$ cat src/rtl/text_console_writer.sv
// text_console_writer
// Turns a valid/ready stream of ASCII bytes into single-cycle write
// transactions on the 80x30 character matrix. It keeps a cursor and handles
// CR, LF, BS and FF. Scrolling advances a circular top-row offset instead of
// moving memory. The renderer starts each frame at top_addr and wraps at
// COLS*ROWS.
//
// Ports
//   clk_pix, rst_pix_n  pixel clock; asynchronous active-low reset
//   in_data, in_valid   incoming ASCII byte and its qualifier
//   in_ready            high only in IDLE; a byte is taken when valid && ready
//   cm_we/addr/data     registered write port to the character matrix
//   top_row, top_addr   physical row shown at the top, and top_row*COLS
//   cur_col, cur_row    logical cursor position
`timescale 1ns/1ps

module text_console_writer #(
  parameter int COLS  = 80,
  parameter int ROWS  = 30,
  parameter int ADDRW = 12
) (
  input  logic             clk_pix,
  input  logic             rst_pix_n,
  input  logic [7:0]       in_data,
  input  logic             in_valid,
  output logic             in_ready,
  output logic             cm_we,
  output logic [ADDRW-1:0] cm_addr,
  output logic [7:0]       cm_data,
  output logic [4:0]       top_row,
  output logic [ADDRW-1:0] top_addr,
  output logic [6:0]       cur_col,
  output logic [4:0]       cur_row
);

  localparam int         TOTAL = COLS * ROWS;
  localparam logic [7:0] SPACE = 8'h20;

  typedef enum logic [1:0] {CLEAR_ALL, IDLE, CLEAR_LINE} state_t;

  state_t           state_q, state_d;
  logic [ADDRW-1:0] clr_q, clr_d;             // clear progress: address or column
  logic [ADDRW-1:0] line_base_q, line_base_d; // first address of the row being blanked
  logic             cm_we_q, cm_we_d;
  logic [ADDRW-1:0] cm_addr_q, cm_addr_d;
  logic [7:0]       cm_data_q, cm_data_d;
  logic [4:0]       top_row_q, top_row_d;
  logic [ADDRW-1:0] top_addr_q, top_addr_d;
  logic [6:0]       cur_col_q, cur_col_d;
  logic [4:0]       cur_row_q, cur_row_d;

  logic [5:0]       phys_sum;
  logic [4:0]       phys;
  logic [ADDRW-1:0] wr_addr;
  logic             newline;

  // Row start address, r*80 built from shifts (r*64 + r*16).
  function automatic logic [ADDRW-1:0] row_base(input logic [4:0] r);
    return ADDRW'({r, 6'b0}) + ADDRW'({r, 4'b0});
  endfunction

  // Logical cursor row mapped onto the circular physical row layout.
  assign phys_sum = {1'b0, top_row_q} + {1'b0, cur_row_q};
  assign phys     = (phys_sum >= 6'(ROWS)) ? 5'(phys_sum - 6'(ROWS)) : phys_sum[4:0];
  assign wr_addr  = row_base(phys) + ADDRW'(cur_col_q);

  always_comb begin
    // NOTE: every signal assigned here gets a default first, so no path
    // leaves one unassigned and no latch is inferred.
    state_d     = state_q;
    clr_d       = clr_q;
    line_base_d = line_base_q;
    cm_we_d     = 1'b0;
    cm_addr_d   = cm_addr_q;
    cm_data_d   = cm_data_q;
    top_row_d   = top_row_q;
    top_addr_d  = row_base(top_row_q);
    cur_col_d   = cur_col_q;
    cur_row_d   = cur_row_q;
    newline     = 1'b0;

    case (state_q)
      CLEAR_ALL: begin
        // One idle cycle after the last write lets in_ready rise only once
        // the final blank has been presented.
        if (clr_q == ADDRW'(TOTAL)) begin
          state_d = IDLE;
          clr_d   = '0;
        end else begin
          cm_we_d   = 1'b1;
          cm_addr_d = clr_q;
          cm_data_d = SPACE;
          clr_d     = clr_q + ADDRW'(1);
        end
      end

      CLEAR_LINE: begin
        if (clr_q == ADDRW'(COLS)) begin
          state_d = IDLE;
          clr_d   = '0;
        end else begin
          cm_we_d   = 1'b1;
          cm_addr_d = line_base_q + clr_q;
          cm_data_d = SPACE;
          clr_d     = clr_q + ADDRW'(1);
        end
      end

      IDLE: begin
        if (in_valid) begin
          if (in_data >= 8'h20 && in_data <= 8'h7E) begin
            cm_we_d   = 1'b1;
            cm_addr_d = wr_addr;
            cm_data_d = in_data;
            if (cur_col_q == 7'(COLS - 1)) begin
              cur_col_d = '0;
              newline   = 1'b1;
            end else begin
              cur_col_d = cur_col_q + 7'd1;
            end
          end else if (in_data == 8'h0A) begin
            cur_col_d = '0;
            newline   = 1'b1;
          end else if (in_data == 8'h0D) begin
            cur_col_d = '0;
          end else if (in_data == 8'h08) begin
            cur_col_d = (cur_col_q == 7'd0) ? 7'd0 : cur_col_q - 7'd1;
          end else if (in_data == 8'h0C) begin
            // The first blank (addr 0) goes out together with the state change.
            state_d   = CLEAR_ALL;
            top_row_d = '0;
            cur_col_d = '0;
            cur_row_d = '0;
            cm_we_d   = 1'b1;
            cm_addr_d = '0;
            cm_data_d = SPACE;
            clr_d     = ADDRW'(1);
          end

          if (newline) begin
            if (cur_row_q != 5'(ROWS - 1)) begin
              cur_row_d = cur_row_q + 5'd1;
            end else begin
              // Scroll: the old top row becomes the new bottom row. It is
              // the one to blank.
              top_row_d   = (top_row_q == 5'(ROWS - 1)) ? 5'd0 : top_row_q + 5'd1;
              line_base_d = row_base(top_row_q);
              clr_d       = '0;
              state_d     = CLEAR_LINE;
            end
          end
        end
      end

      default: begin
        state_d = CLEAR_ALL;
        clr_d   = '0;
      end
    endcase
  end

  always_ff @(posedge clk_pix or negedge rst_pix_n) begin
    if (!rst_pix_n) begin
      state_q     <= CLEAR_ALL;
      clr_q       <= '0;
      line_base_q <= '0;
      cm_we_q     <= 1'b0;
      cm_addr_q   <= '0;
      cm_data_q   <= '0;
      top_row_q   <= '0;
      top_addr_q  <= '0;
      cur_col_q   <= '0;
      cur_row_q   <= '0;
    end else begin
      // NOTE: non-blocking assignments make every flop sample the pre-edge
      // values, whatever order the lines are written in.
      state_q     <= state_d;
      clr_q       <= clr_d;
      line_base_q <= line_base_d;
      cm_we_q     <= cm_we_d;
      cm_addr_q   <= cm_addr_d;
      cm_data_q   <= cm_data_d;
      top_row_q   <= top_row_d;
      top_addr_q  <= top_addr_d;
      cur_col_q   <= cur_col_d;
      cur_row_q   <= cur_row_d;
    end
  end

  assign in_ready = (state_q == IDLE);
  assign cm_we    = cm_we_q;
  assign cm_addr  = cm_addr_q;
  assign cm_data  = cm_data_q;
  assign top_row  = top_row_q;
  assign top_addr = top_addr_q;
  assign cur_col  = cur_col_q;
  assign cur_row  = cur_row_q;

endmodule

$ cat config.mk
export PLATFORM = sky130hd
export DESIGN_NAME = text_console_writer
export DESIGN_NICKNAME = d
export VERILOG_FILES = /design/src/rtl/text_console_writer.sv
export SDC_FILE = /design/constraint.sdc
export NUM_CORES = 1
export LEC_CHECK = 0
export ABC_AREA = 1
export BUFFER_PORTS_ARGS = -buffer_cell sky130_fd_sc_hd__buf_2
export CAP_MARGIN = 0
export CORE_ASPECT_RATIO = 1.1
export CORE_MARGIN = 2
export CORE_UTILIZATION = 40
export DETAILED_ROUTE_END_ITERATION = 8
export PLACE_DENSITY = 0.58
export SLEW_MARGIN = 20
export SYNTH_ARGS = -nofsm -noshare
export SYNTH_HDL_FRONTEND = slang
export SYNTH_SLANG_ARGS = --single-unit
$ cat constraint.sdc
create_clock -name clk_pix -period 7.9 [get_ports clk_pix]
set_clock_uncertainty 0.2 [all_clocks]
set_input_delay 0 -clock clk_pix [delete_from_list [all_inputs] [get_ports clk_pix]]
set_output_delay 0 -clock clk_pix [all_outputs]
set_load 0.02 [all_outputs]
## Word-level counts from Yosys, hierarchy flattened

Index checks and enable logic that the tools add are counted.
Widths: inputs -> output; s select.

| word-level totals | value |
|---|---|
| register bits | 76 |
| output and inout bits | 51 |
| logic and storage cells | 132 |

| cells by class | value |
|---|---|
| $add $sub $neg | 11 |
| magnitude comparators | 3 |
| equal/unequal tests | 20 |
| muxes and demuxes | 77 |
| bitwise operators | 1 |
| reductions and logical operators | 10 |

Operators with widths:

| cell | number |
|---|---|
| $mux 12 | 18 |
| $mux 5 | 16 |
| $pmux 12 s3 | 2 |
| $mux 8 | 8 |
| $mux 7 | 7 |
| $eq 8x4->1 const B | 4 |
| $add 11x9->12 | 2 |
| $pmux 8 s3 | 1 |
| $mux 2 | 10 |
| $mux 1 | 13 |
| $add 12x1->12 const B | 1 |
| $add 12x12->12 | 1 |
| $add 12x7->12 | 1 |
| $eq 12x12->1 const B | 1 |
| $eq 12x7->1 const B | 1 |
| $add 5x1->5 const B | 2 |
| $ne 2x2->1 const B | 5 |
| $ne 3x3->1 const B | 3 |
| $ge 8x6->1 const B | 1 |
| $le 8x7->1 const B | 1 |
| $reduce_and 8->1 | 1 |
| $add 7x1->7 const B | 1 |
| $eq 7x7->1 const B | 1 |
| $logic_not 7->1 | 1 |
| 19 further kinds | 20 |

## Depth between registers and ports, before layout

Gate-level depths: netlist of the first run.

| logic depth | value |
|---|---|
| word-level depth | 10 |
| gate-level depth with buffers | 24 |

## Worst setup path before layout of the first run

OpenSTA, ideal clock, no wires.

| timing | value |
|---|---|
| kind | register -> register |
| start | register cur_row_q[0], in the netlist cur_row[0] |
| end | register cm_addr_q[9], in the netlist cm_addr[9] |
| setup time | 121 ps |
| arrival | 3501 ps |
| setup slack | 4078 ps |
| cell stages (with the launch flop) | 19 |
| buffers on the path | 0 |
| cells stage by stage | dfrtp_1 > ha_1 > fa_1 > inv_1 > nor2_1 > nand4_1 > nand2_1 > nand2_1 > o21ai_0 > fa_1 > fa_1 > nand3_1 > nand3_1 > nor2_1 > nor2_1 > nand2_1 > o21ai_0 > a21oi_1 > o21ai_1 |

| between the ends | value |
|---|---|
| cells in the longest elaborated chain, start to end | 8 |

Ends and longest elaborated chain:

| item | line | source |
|---|---|---|
| start, declared | 50 | `logic [4:0] cur_row_q, cur_row_d;` |
| start signal, assigned | 186 | `cur_row_q <= cur_row_d;` |
| $add 5x5->6 * | 63 | `assign phys_sum = {1'b0, top_row_q} + {1'b0, cur_row_q};` |
| $sub 5x5->5 / $ge 6x5->1 (equally long branches) | 64 | `assign phys = (phys_sum >= 6'(ROWS)) ? 5'(phys_sum - 6'(ROWS)) : phys_sum[4:0];` |
| $mux 5 * | 64 |  |
| $add 11x9->12 * | 59 | `return ADDRW'({r, 6'b0}) + ADDRW'({r, 4'b0});` |
| $add 12x7->12 * | 65 | `assign wr_addr = row_base(phys) + ADDRW'(cur_col_q);` |
| $mux 12 * | 111 | `if (in_data >= 8'h20 && in_data <= 8'h7E) begin` |
| $mux 12 * | 110 | `if (in_valid) begin` |
| $pmux 12 s3 * | 82 | `case (state_q)` |
| end signal, assigned | 181 | `cm_addr_q <= cm_addr_d;` |
| end, declared | 45 | `logic [ADDRW-1:0] cm_addr_q, cm_addr_d;` |

Mark *: on every way between the ends. The rest lies on a longest branch, timed or not. The select of a mux whose other input is x is not followed.
A chain may end at the register's enable or synchronous reset.

## Worst setup path in the final report of the first run

| timing | value |
|---|---|
| start | register top_row_q[0], in the netlist top_row[0] |
| end | register cm_addr_q[9], in the netlist cm_addr[9] |

| between the ends | value |
|---|---|
| cells in the longest elaborated chain, start to end | 8 |

Ends and longest elaborated chain:

| item | line | source |
|---|---|---|
| start, declared | 47 | `logic [4:0] top_row_q, top_row_d;` |
| start signal, assigned | 183 | `top_row_q <= top_row_d;` |
| $add 5x5->6 * | 63 |  |
| $sub 5x5->5 / $ge 6x5->1 (equally long branches) | 64 |  |
| $mux 5 * | 64 |  |
| $add 11x9->12 * | 59 |  |
| $add 12x7->12 * | 65 |  |
| $mux 12 * | 111 |  |
| $mux 12 * | 110 |  |
| $pmux 12 s3 * | 82 |  |

Marked as above.

==> results of run 1 <==
==> worst reg2reg max path, delay by kind of cell (launching register included) <==
| kind | cells | cell delay [ns] |
|---|---|---|
| flip-flops | 1 | 0.49 |
| AO/OA/AOI/OAI | 4 | 0.43 |
| AND/OR/NAND/NOR | 9 | 0.95 |
| adder cells (fa/ha/maj) | 4 | 1.92 |
| buffers and inverters | 1 | 0.06 |
==> registers in the layout, summed over array words and instances, names as in the netlist <==
| name | flops |
|---|---|
| top_row | 5 |
| clr_q | 12 |
| top_addr | 8 |
| cur_row | 5 |
| state_q | 2 |
| cur_col | 7 |
| line_base_q | 8 |
| cm_we | 1 |
| cm_data | 8 |
| cm_addr | 12 |
==> cell usage after synthesis, types with 8 or more instances <==
library cell / count / share of area (%)
nand4_1: 10 / 1.2
nand3_1: 56 / 5.5
xor2_1: 17 / 2.9
nor2_1: 41 / 3.0
o21ai_1: 11 / 1.1
a21oi_1: 25 / 2.5
o21ai_2: 9 / 1.5
o21ai_0: 24 / 2.4
ha_1: 39 / 9.6
dfrtp_1: 68 / 33
inv_1: 76 / 5.6
o211ai_1: 8 / 1.2
buf_4: 9 / 1.3
nand2_1: 209 / 15
==> per-stage QoR <==
step | cell area (µm²) | power [mW] | hold WS [ns]
finish | 5870 | 2.38 | 0.00341
global route | 5870 | 2.61 | 0.0529
CTS | 5870 | 2.40 | 0.00269
detailed placement | 5440 | 1.92 | 0.0630
global placement | 5440 | 1.89 | 0.0591
floorplan | 5110 | 1.59 | -0.496
==> worst min-delay path by stage <==
stage	cells after the start	slack, ns	start	endpoint
finish	5	0.003	in_data[7]	cm_data[5]
global route	6	0.05	in_data[7]	cm_addr[0]
CTS	5	0.003	in_data[7]	cm_data[5]
detailed placement	3	0.06	in_data[3]	cm_data[3]
global placement	2	0.06	rst_pix_n	cm_addr[3]
floorplan	0	-0.50	rst_pix_n	clr_q[0]
==> layer usage <==
| layer | track usage [%] | vias to the layer above | share of wire, % |
|---|---|---|---|
| li1 | - | 2342 | - |
| met1 | 26.8 | 2116 | 48 |
| met2 | 30.1 | 109 | 44 |
| met3 | 2.81 | 27 | 4.4 |
| met4 | 10.0 | 0 | 3.3 |
| met5 | 0 | - | 0 |
==> power groups by stage <==
stage          clock network (mW)  registers, mW  logic [mW]
2_1_floorplan                   0          0.622       0.966
3_3_place_gp                    0          0.559        1.33
3_5_place_dp                    0          0.562        1.36
4_1_cts                     0.475          0.557        1.37
5_1_grt                     0.492          0.576        1.54
6_report                    0.464          0.556        1.36
==> layout make-up <==
| cell class | count | area [µm²] | area share (%) |
|---|---|---|---|
| tap | 157 | 196 | 3.35 |
| sequential | 68 | 1700 | 29.0 |
| inverter | 84 | 318 | 5.42 |
| clock inverter | 7 | 115 | 1.96 |
| clock buffer | 9 | 225 | 3.84 |
| timing repair buffer | 68 | 390 | 6.66 |
| multi-input combinational | 511 | 2920 | 49.8 |
==> kinds of logic after synthesis <==
| logic type | after synthesis | share of synthesized area [%] |
|---|---|---|
| buffers and inverters | 108 | 9.66 |
| AOI/OAI and AO/OA | 100 | 12.3 |
| DFF | 68 | 33.3 |
| other | 1 | 0.0735 |
| xor gates and xnor gates | 21 | 3.60 |
| adders and majority gates | 44 | 11.5 |
| and+or+nand+nor | 342 | 29.5 |
==> repair_timing <==
action,CTS,global route
hold buffers,9,0
setup endpoints to repair,0,0
endpoints found under the hold margin,90,0
==> flow_summary.yaml, run 1 <==
cts:
  cts-htree-levels: 3
  clkLatencyLatePin_ns: 0.34
  clkSlewWorstSetupHoldPaths_ns: 0.06
  cts_setup_buffers: 0
  numCtsBuffers: 9
  post_cts_resized: 0
  cts_buffer_depth: 2
  clockRootBuffer: "clkbuf_16"
  cts_num_sinks: 68
  tritoncts: "built"
setup_path:
  cpLargestDelayFamily: "adder cells"
  crit_fanout: 10
  startpoint: "top_row[0]"
  path_cells: "ha_1 -> fa_1 -> inv_1 -> nor2_1 -> nand4_1 -> nand2_1 -> nand2_1 -> o21ai_0 -> fa_1 -> fa_1 -> nand3_1 -> nand3_1 -> nor2_1 -> nor2_1 -> nand2_1 -> o21ai_0 -> a21oi_1 -> o21ai_1"
  critical_path_class: "flip-flop to flip-flop"
  crit_buf_inv: 1
  worst-endpoint-required_ns: 7.92
  r2r-start: "top_row[0]"
  r2r_slack_ns: 3.73
  cp_slowest_cell: "fa_1"
  critical_path_depth: 18
  r2r_cells: 18
  timing.rr.end: "cm_addr[9]"
  crit_end: "cm_addr[9]"
  startpoint_type: "flip-flop"
  critPathMaxStageDelay_ns: 0.61
  worst_setup_path_end_kind: "flip-flop"
  crit_arrival_ns: 4.19
timing:
  finalSetupViolCount: 0
  max_freq_mhz: 240
  fin_crit_sh_pct: 52.7
  rsz0062_at_grt: "no"
  max_slew_margin_pct: 40.0
  tns_ns: 0
  worst_pin_slew_ns: 0.900
  slew_violations: 0
  min_period_ns: 4.17
  worst_slack_ns: 3.73
  finalHoldViolCount: 0
layout:
  synthToLayoutAreaGrowth_pct: 15.0
  layout.nets: 797
  utilization_pct: 46.8
  nFillCells: 1241
  fin_cells: 904
  n_antenna_cell: 0
  drive_gt1_share_pct: 14.5
  final_common_cell: "nand2_1"
  final_cell_mix: "nand2_1, inv_1, dfrtp_1"
power:
  p_per_area_nw_per_um2: 407
  seq_power_share_pct: 23.3
  swShare_pct: 47.7
  peakVddDrop_uv: 202
  p_int_mw: 1.25
  leakage_nw: 3.10
  p_clk_share_pct: 19.4
  combPwrFrac_pct: 57.2
  power.switching_mw: 1.14
logic_synthesis:
  synth_cells: 684
  ys_ff_latch: 68
  post_synth.cell_area_avg_um2: 7.46
  synthFlopType: "dfrtp_1"
  synth.yosys.seq_area_share_pct: 33.3
  async_flop_share_pct: 100
  ys_types: 46
  yosys_warnings: 0
  synth_area_um2: 5100
  synth_edf_count: 0
detailed_routing:
  via_count: 4594
  drcViolationCount: 0
  ant_nets: 0
  routedWlPerCell_um: 14.2
  drt_wl_total_um: 12900
  first_pass_iters: 5
  drt_iter0_drc: 336
  via_per_inst: 5.08
global_route:
  grt_use_total_pct: 19.5
  grt.overflow.total: 0
  grt_max_degree: 69
  grt_antenna_before_repair: 0
  grt_pass1_vias: 4300
  grt_pass1_wl_um: 21400
floorplanning:
  core_um2: 12500
  die_y_um: 122
  start_util_pct: 40.7
  placementRows: 43
  chipWidth_um: 112
  die-area_um2: 13700
  num_io_pins: 62
hold_path:
  hold_class: "input port to flip-flop"
placed_design:
  place_congestion: 0.889
  place_ws_ns: 3.72
  dp.cells: 879
  place_hpwl_um: 9660
  io_buffers: 57
job:
  cap_viol_max_count: 0
run_status:
  outcome: "finished, final reports clean"
Note: power is estimated with default switching activity, not from simulation.
==> run 2, diff against run 1 <==
Clock period 7.9 ns to 3.9 ns, I/O delays scaled along.
==> run 2 against run 1 <==
  * Design area rose by 1.1%
  * Total power rose by 100%
  * First-iteration DRC count fell by 8.3%
  * Die area did not move
  * Cell count rose by 1.2%
  * Maximum frequency rose by 14%
  * Utilization rose by 0.51 points
  * Clock-buffer cell count rose by 1
  * Global-route usage rose by 0.42 points
  * Clock power rose by 79%
==> flow_summary.yaml, run 2 (synthesis gave the netlist of run 1 again) <==
timing:
  finalSetupViolCount: 0
  slew_violations: 0
  min_period_ns: 3.67
  hold_ws_ns: 0.0240
  fin_crit_sh_pct: 94.1
  tns_ns: 0
  max_freq_mhz: 273
  worst_pin_slew_ns: 0.761
  rsz0062_at_grt: "no"
  finalHoldViolCount: 0
  max_slew_margin_pct: 49.3
layout:
  nFillCells: 1243
  n_antenna_cell: 0
  final_cell_mix: "nand2_1, inv_1, dfrtp_1"
  drive_gt1_share_pct: 16.4
  synthToLayoutAreaGrowth_pct: 16.2
  layout.nets: 808
  fin_cells: 915
  multi_input_comb_area_um2: 2940
  seq_area_um2: 1700
  final_common_cell: "nand2_1"
cts:
  cts-htree-levels: 3
  numCtsBuffers: 9
  cts_buffer_depth: 2
  clockRootBuffer: "clkbuf_16"
  clkLatencyLatePin_ns: 0.34
  cts_num_sinks: 68
  clkSlewWorstSetupHoldPaths_ns: 0.06
  tritoncts: "built"
floorplanning:
  die-area_um2: 13700
  placementRows: 43
  start_util_pct: 40.7
  die_y_um: 122
  num_io_pins: 62
  chipWidth_um: 112
  core_um2: 12500
detailed_routing:
  via_count: 4627
  drt_iter0_drc: 308
  drcViolationCount: 0
  ant_nets: 0
  drt_wl_total_um: 13100
  via_per_inst: 5.06
  first_pass_iters: 5
  routedWlPerCell_um: 14.3
setup_path:
  critPathMaxStageDelay_ns: 0.54
  critical_path_class: "flip-flop to flip-flop"
  startpoint_type: "flip-flop"
  crit_fanout: 3
  path_cells: "ha_2 -> fa_2 -> inv_1 -> nor2_2 -> nand4_1 -> nand2_2 -> buf_4 -> xor2_1 -> ha_1 -> ha_1 -> fa_2 -> nand3_1 -> nand3_1 -> nor2_1 -> nor2_1 -> nand2_1 -> o21ai_0 -> a21oi_1 -> o21ai_1"
  worst-endpoint-required_ns: 3.92
  r2r_slack_ns: 0.23
  worst_setup_path_end_kind: "flip-flop"
  crit_arrival_ns: 3.69
  cp_slowest_cell: "fa_2"
placed_design:
  io_buffers: 57
  dp.cells: 887
  place_congestion: 0.881
  place_hpwl_um: 9860
global_route:
  grt.overflow.total: 0
  grt_use_total_pct: 19.9
  grt_pass1_vias: 4343
  grt_antenna_before_repair: 0
  grt_max_degree: 37
  grt_pass1_wl_um: 21600
power:
  p_per_area_nw_per_um2: 814
  peakVddDrop_uv: 423
  leakage_nw: 3.13
hold_path:
  hold_class: "input port to flip-flop"
job:
  cap_viol_max_count: 0
run_status:
  outcome: "finished, final reports clean"
==> run 2: changes by cell type in the layout (fill, tap and decap cells not counted), sizes merged <==
cell,before,now
clkinv,3,4
dlygate4sd3,9,10
clkbuf,9,10
bufinv,3,1
buf,59,69
==> run 2: final timing paths <==
| check | startpoint | end | cells past startpoint |
|---|---|---|---|
| setup / recovery | top_row[0] | cm_addr[9] | 19 |
| hold / removal | in_data[7] | cm_addr[3] | 6 |
| setup reg to reg | top_row[0] | cm_addr[9] | 19 |
| hold reg to reg | cm_addr[2] | cm_addr[2] | 2 |
| max in group asynchronous | rst_pix_n | cur_row[2] | 3 |
| min in group asynchronous | rst_pix_n | clr_q[2] | 2 |
==> run 2: per-layer routing <==
layer / part of all wire [%] / up-vias / wire (µm) / track usage, %
met2: 46 / 106 / 5950 / 32.1
met1: 48 / 2135 / 6230 / 26.8
met4: 2.6 / 0 / 335 / 9.03
met3: 4.1 / 22 / 530 / 2.86
li1: - / 2364 / - / -
met5: 0 / - / 0 / 0
==> run 2: cell type report <==
cell class / count / share of cell area [%]
Multi-Input combinational cell: 511 / 49.5
Sequential cell: 68 / 28.7
Timing Repair Buffer: 79 / 8.02
Inverter: 84 / 5.36
Clock buffer: 10 / 4.03
Tap cell: 157 / 3.31
Clock inverter: 6 / 1.08
==> run 2: timing repair <==
action / in CTS / in global routing
resized for setup: 0 / 7
endpoints found under the setup margin: 0 / 4
setup buffers: 0 / 2
hold buffers: 10 / 0
endpoints found under the hold margin: 54 / 0
==> run 2: through the flow <==
stage | area, µm² | total power [mW] | worst slack [ns] | util (%)
3_3_place_gp | 5500 | 3.88 | 0.169 | 43.8
6_report | 5930 | 4.83 | 0.232 | 47.3
4_1_cts | 5900 | 4.83 | 0.0459 | 47.1
5_1_grt | 5930 | 5.28 | 0.0116 | 47.3
2_1_floorplan | 5110 | 3.22 | 0.0784 | -
3_5_place_dp | 5500 | 3.96 | 0.0546 | 43.8
==> run 2: where the power goes <==
| part | leakage [nW] | internal [mW] | switching [mW] |
|---|---|---|---|
| sequential | 0.870 | 0.899 | 0.208 |
| combinational | 2.11 | 1.08 | 1.81 |
| clock | 0.144 | 0.510 | 0.319 |
| total | 3.13 | 2.49 | 2.34 |
==> run 2: worst max-delay path, delay by kind of cell (launching register included) <==
family | cells | cell delay, ns
AND/OR/NAND/NOR | 8 | 0.76
flip-flops | 1 | 0.38
AO/OA/AOI/OAI | 3 | 0.27
buffers and inverters | 2 | 0.18
XOR/XNOR | 1 | 0.16
adder cells (fa/ha/maj) | 5 | 1.60
